--- config.mk ---
export PLATFORM = sky130hd
export DESIGN_NAME = mod_n_updown_counter_flat
export DESIGN_NICKNAME = d
export VERILOG_FILES = /design/src/rtl/mod_n_updown_counter_if.sv /design/src/rtl/mod_n_updown_counter.sv /design/src/flat_wrapper.sv
export SDC_FILE = /design/constraint.sdc
export NUM_CORES = 1
export LEC_CHECK = 0
export CORE_AREA = 5 5 42 44
export DETAILED_ROUTE_END_ITERATION = 10
export DIE_AREA = 0 0 47 49
export SYNTH_ARGS = -nofsm -noshare
export SYNTH_HDL_FRONTEND = slang
export SYNTH_SLANG_ARGS = --single-unit
--- constraint.sdc ---
create_clock -name clk_i -period 1.75 [get_ports clk_i]
set_clock_uncertainty 0.15 [all_clocks]
set_input_delay 0.175 -clock clk_i [delete_from_list [all_inputs] [get_ports clk_i]]
set_output_delay 0.175 -clock clk_i [all_outputs]
set_load 0.02 [all_outputs]
--- src/rtl/mod_n_updown_counter_if.sv ---
// mod_n_updown_counter_if: control/status bundle for one modulo-N counter stage
//   clr, load, load_val, en, up_dn, sat : controls driven by master into the counter
//   count, tc, wrap, load_err           : status driven by the counter (slave)
interface mod_n_updown_counter_if #(
    parameter int WIDTH = 3
);
    logic             clr;
    logic             load;
    logic [WIDTH-1:0] load_val;
    logic             en;
    logic             up_dn;
    logic             sat;
    logic [WIDTH-1:0] count;
    logic             tc;
    logic             wrap;
    logic             load_err;

    modport master (
        output clr, load, load_val, en, up_dn, sat,
        input  count, tc, wrap, load_err
    );

    modport slave (
        input  clr, load, load_val, en, up_dn, sat,
        output count, tc, wrap, load_err
    );
endinterface

--- src/rtl/mod_n_updown_counter.sv ---
// mod_n_updown_counter: modulo-N up/down counter with clear, load, wrap/saturate and cascade outputs
//   clk_i    : clock, state updates on the falling edge
//   reset_ni : synchronous active-low reset
//   bus      : slave side of mod_n_updown_counter_if (controls in, count/tc/wrap/load_err out)
module mod_n_updown_counter #(
    parameter int MODULUS = 6,
    parameter int WIDTH   = 3
) (
    input logic                          clk_i,
    input logic                          reset_ni,
    mod_n_updown_counter_if.slave        bus
);
    localparam logic [WIDTH-1:0] MAX = WIDTH'(MODULUS - 1);

    logic [WIDTH-1:0] count_q, count_d;
    logic             wrap_q, wrap_d;
    logic             load_err_q, load_err_d;
    logic             at_max, at_zero, illegal;

    // Compare against MAX rather than incrementing first, so MODULUS = 2^WIDTH needs no extra bit.
    assign at_max  = count_q == MAX;
    assign at_zero = count_q == '0;
    assign illegal = count_q > MAX;

    always_comb begin
        count_d    = count_q;
        wrap_d     = 1'b0;
        load_err_d = 1'b0;
        if (bus.clr) begin
            count_d = '0;
        end else if (bus.load) begin
            count_d    = (bus.load_val > MAX) ? MAX : bus.load_val;
            load_err_d = bus.load_val > MAX;
        end else if (bus.en) begin
            // An out-of-range count recovers to the start of the sequence in the stepping direction.
            if (illegal) begin
                count_d = bus.up_dn ? '0 : MAX;
            end else if (bus.up_dn) begin
                count_d = at_max ? (bus.sat ? MAX : '0) : count_q + 1'b1;
                wrap_d  = at_max && !bus.sat;
            end else begin
                count_d = at_zero ? (bus.sat ? '0 : MAX) : count_q - 1'b1;
                wrap_d  = at_zero && !bus.sat;
            end
        end
    end

    always_ff @(negedge clk_i) begin
        if (!reset_ni) begin
            count_q    <= '0;
            wrap_q     <= 1'b0;
            load_err_q <= 1'b0;
        end else begin
            count_q    <= count_d;
            wrap_q     <= wrap_d;
            load_err_q <= load_err_d;
        end
    end

    // tc is unregistered so a following stage sees it on the same edge this stage rolls over.
    assign bus.tc       = bus.en && (bus.up_dn ? at_max : at_zero);
    assign bus.count    = count_q;
    assign bus.wrap     = wrap_q;
    assign bus.load_err = load_err_q;
endmodule
--- src/flat_wrapper.sv ---
// flat-port wrapper written by rule: the top's interface ports become plain ports
module mod_n_updown_counter_flat 
#(
    parameter int MODULUS = 6,
    parameter int WIDTH   = 3
)
  (clk_i, reset_ni, bus_clr, bus_load, bus_load_val, bus_en, bus_up_dn, bus_sat, bus_count, bus_tc, bus_wrap, bus_load_err);
  mod_n_updown_counter_if #(.WIDTH(WIDTH)) bus_i ();
  input logic clk_i;
  input logic reset_ni;
  input wire logic [$bits(bus_i.clr)-1:0] bus_clr;
  input wire logic [$bits(bus_i.load)-1:0] bus_load;
  input wire logic [$bits(bus_i.load_val)-1:0] bus_load_val;
  input wire logic [$bits(bus_i.en)-1:0] bus_en;
  input wire logic [$bits(bus_i.up_dn)-1:0] bus_up_dn;
  input wire logic [$bits(bus_i.sat)-1:0] bus_sat;
  output wire logic [$bits(bus_i.count)-1:0] bus_count;
  output wire logic [$bits(bus_i.tc)-1:0] bus_tc;
  output wire logic [$bits(bus_i.wrap)-1:0] bus_wrap;
  output wire logic [$bits(bus_i.load_err)-1:0] bus_load_err;
  assign bus_i.clr = bus_clr;
  assign bus_i.load = bus_load;
  assign bus_i.load_val = bus_load_val;
  assign bus_i.en = bus_en;
  assign bus_i.up_dn = bus_up_dn;
  assign bus_i.sat = bus_sat;
  assign bus_count = bus_i.count;
  assign bus_tc = bus_i.tc;
  assign bus_wrap = bus_i.wrap;
  assign bus_load_err = bus_i.load_err;
  mod_n_updown_counter #(.MODULUS(MODULUS), .WIDTH(WIDTH)) u_core (.clk_i(clk_i), .reset_ni(reset_ni), .bus(bus_i));
endmodule
# [Word-level counts from Yosys, hierarchy flattened]
# Index checks and enable logic that the tools add are counted.
[totals] word_cells=32 ff_bits=5 input_bits=10 out_inout_bits=6
[classes] bitwise_logic=3 magnitude_cmp=2 addsub=2 n_eq_ne=1 reduce_logical=9 muxes=12
[op_table] operator="3-bit 2-to-1 mux" count=10
[op_table] operator="3-bit > comparator (second input constant)" count=2
[op_table] operator="5-bit OR reduction" count=1
[op_table] operator="3-bit by 1-bit adder with 3-bit output (second input constant)" count=1
[op_table] operator="3-bit == test (second input constant)" count=1
[op_table] operator="1-bit logical AND" count=3
[op_table] operator="3-bit zero test" count=1
[op_table] operator="1-bit NOT" count=3
[op_table] operator="3-bit OR reduction" count=1
[op_table] operator="3-bit by 1-bit subtractor with 3-bit output (second input constant)" count=1
[op_table] operator="1-bit 2-to-1 mux" count=2
[op_table] operator="2-bit nonzero test" count=1
[op_table] operator="2-bit OR reduction" count=1
[op_table] operator="1-bit zero test" count=1

# [Logic depth before layout (Yosys ltp)]
[logic_depth] word_depth=6 ltp_mapped=5 ltp_nobuf=4

==> results.md <==
* Status: finished with violations
* Failing checks: setup timing
* Layout cell share with drive strength beyond 1 at 0.489
* Post-synth EDFFs at 0
* Dpl hpwl at 907 um
* RSZ-0062 raised after global routing: yes
* Multi-input logic area at 285 um^2
* Lkg Pwr at 0.363 nW
* # hold bufs at CTS at 0
* Synth top area cells: dfxtp_1, a21oi_1, a211oi_1
* Final #Nets at just over 100
* YS warnings at 0
* DIE AREA at 2300 um^2
* Prevailing post-synth register cell: dfxtp_1
* Seq pwr share at 0.282
* RD Place Congestion at between 0.7 and 0.8
* Setup crit start kind: register
* Crit-path max FO at 2
* Synth Net Count at 64
* Clock root cell: clkbuf_4
* CTS tree: yes
* Most frequent cells in the layout: buf_4, buf_6, inv_1, a21oi_1, nand2_1
* Share of the synthesized area in the top cell type at 0.256
* Die X-Extent at around 47 um
* Sw frac at 0.332
* Ant diodes at 0
* Post-DR vias/cell at 4.89
* CP Data Required Time at 1420 ps
* Clock power frac at 0.412
* Internal Pwr Total at 288 uW
* Async SR Flop Fraction at 0
* # clock sinks at 5
* Slew @ Worst Pin at 214 ps
* Hold WC Path Type: reg2reg
* Initial antenna violation count at 0
* Final setup fails at 10
* Post-synthesis cell count at 54
* Die height at 49 um
* Register-to-Register Path Depth at 7
* Register area at 111 um^2
* Initial core utilization at 0.279
* Maximum number of pins on one net before global-route repair at 11
* Clk buf depth at 2
* Routed WL per cell at between 10 and 15 um
* Clk slew on worst S/H paths at 30 ps
* Layout area overhead at 93.9%
* Max_cap viols at 0
* Total global-route track usage at 0.125
* Number of global-route vias before repair at 534
* Fill cells at 151
* Final TNS setup at -2760 ps
* Power per cell area at 568 nW/um^2
* Drt initial violations at 2
* Arrival @ worst endpoint at 2250 ps
* Cell variety after synth at 26
* Yosys reg bits at 5
* First-pass GRT wire length at 2050 um
* Psw at between 100 and 150 uW
* Sequential fraction of the synthesis area at 0.256
* Pre-CTS setup slack at -972 ps
* Total global routing overflow at 0
* PnR worst setup slack at -823 ps
* Pre-antenna DRT Iters at 3
* IO Pins at 16
* Num CTS Buffers at 3
* Mean area per synthesized cell at 7.25 um^2
* Num rows at 14
* Core area at around 1400 um^2
* Fin. max-slew vios at 0
* Comb pwr share at 0.306
* Worst-skew pair later-pin latency at roughly 300 ps
* H-tree Lvls at 1
* Max-Slew Margin vs Limit at 0.856
* Hold path cells at 2
* Commonest non-fill, non-tap cell in the layout: buf_4
* Port bufs at 15
* Drt total wl at 1250 um
* Total Power at 431 uW
* Final ANT Viol Nets at 0
* DR vias at 518
* Crit path kind: reg2out
* VDD IR-drop max at 0.000430 V
* DRC Markers at 0
* Final hold violation count at 0
* Netlist area before placement at around 390 um^2
* Crit end category: primary output
* Largest area contributor in the netlist: dfxtp_1
==> worst max-delay path, stage by stage, from the launching register on <==
cell and delay (ps):
dfxtp_2 310, or3_4 370, a211oi_4 240, buf_6 150
==> power by group through the flow <==
stage / sequential (mW) / clock [mW] / combinational (mW)
after floorplan: 0.127 / 0.0213 / 0.0574
after global placement: 0.123 / 0.0213 / 0.122
after detailed placement: 0.123 / 0.0213 / 0.123
after CTS: 0.122 / 0.189 / 0.134
after global routing: 0.122 / 0.195 / 0.143
final: 0.122 / 0.178 / 0.132
==> registers in the layout (all words and copies together), names as in the netlist <==
name / cells
u_core.bus.count: 3
u_core.bus.load_err: 1
u_core.bus.wrap: 1
==> per-layer routing <==
layer | vias up | wire length [um] | GRT usage
met3 | 2 | 103 | 0.0775
met1 | 236 | 534 | 0.132
met4 | 0 | 11 | 0.0553
met2 | 16 | 596 | 0.192
met5 | - | 0 | 0
li1 | 264 | - | -
==> area by class of cell <==
cell class,count,area share
clock buffers,3,0.0297
clock inverters,6,0.0297
inverters,2,0.00988
multi-input cells,41,0.376
flip-flops and latches,5,0.147
well taps,16,0.0264
repair buffers,33,0.382
==> cell usage after synthesis (2+ instances only) <==
| cell | n |
|---|---|
| a21oi_1 | 5 |
| dfxtp_1 | 5 |
| nand2_1 | 4 |
| a211oi_1 | 3 |
| buf_2 | 3 |
| inv_1 | 3 |
| nand2b_1 | 3 |
| nand3_1 | 3 |
| nor2_1 | 3 |
| nor3_1 | 3 |
| o21ai_0 | 3 |
| or3_1 | 2 |
==> through the flow <==
stage	hold slack, ps	util	cells	instance area, um^2
after global placement	512	0.478	96	669
after detailed placement	502	0.478	96	669
after CTS	461	0.546	106	766
after floorplan	385	-	54	420
after global routing	481	0.542	106	759
final	457	0.542	106	759
==> kinds of logic (layout without fill, tap and decap cells) <==
| logic type | count (synthesis) | in the layout | synth area share |
|---|---|---|---|
| AOI/OAI and AO/OA | 17 | 17 | 0.297 |
| xor gates and xnor gates | 1 | 1 | 0.0224 |
| buffers and inverters | 8 | 44 | 0.105 |
| DFF | 5 | 5 | 0.256 |
| and+or+nand+nor | 23 | 23 | 0.319 |
==> path summary, 6_finish.rpt <==
kind                        from  slack, ps                  end
max reg2reg  u_core.bus.count[2]         30  u_core.bus.count[2]
min reg2reg  u_core.bus.count[1]        460      u_core.bus.wrap
max          u_core.bus.count[2]       -820               bus_tc
min          u_core.bus.count[1]        460      u_core.bus.wrap
==> what timing repair did <==
item                       CTS  global route
setup endpoints to repair   11            10
buffers inserted             2             1
pin swaps                    8             4
gates resized for setup     61             8
Note: power is estimated with default switching activity, not from simulation.
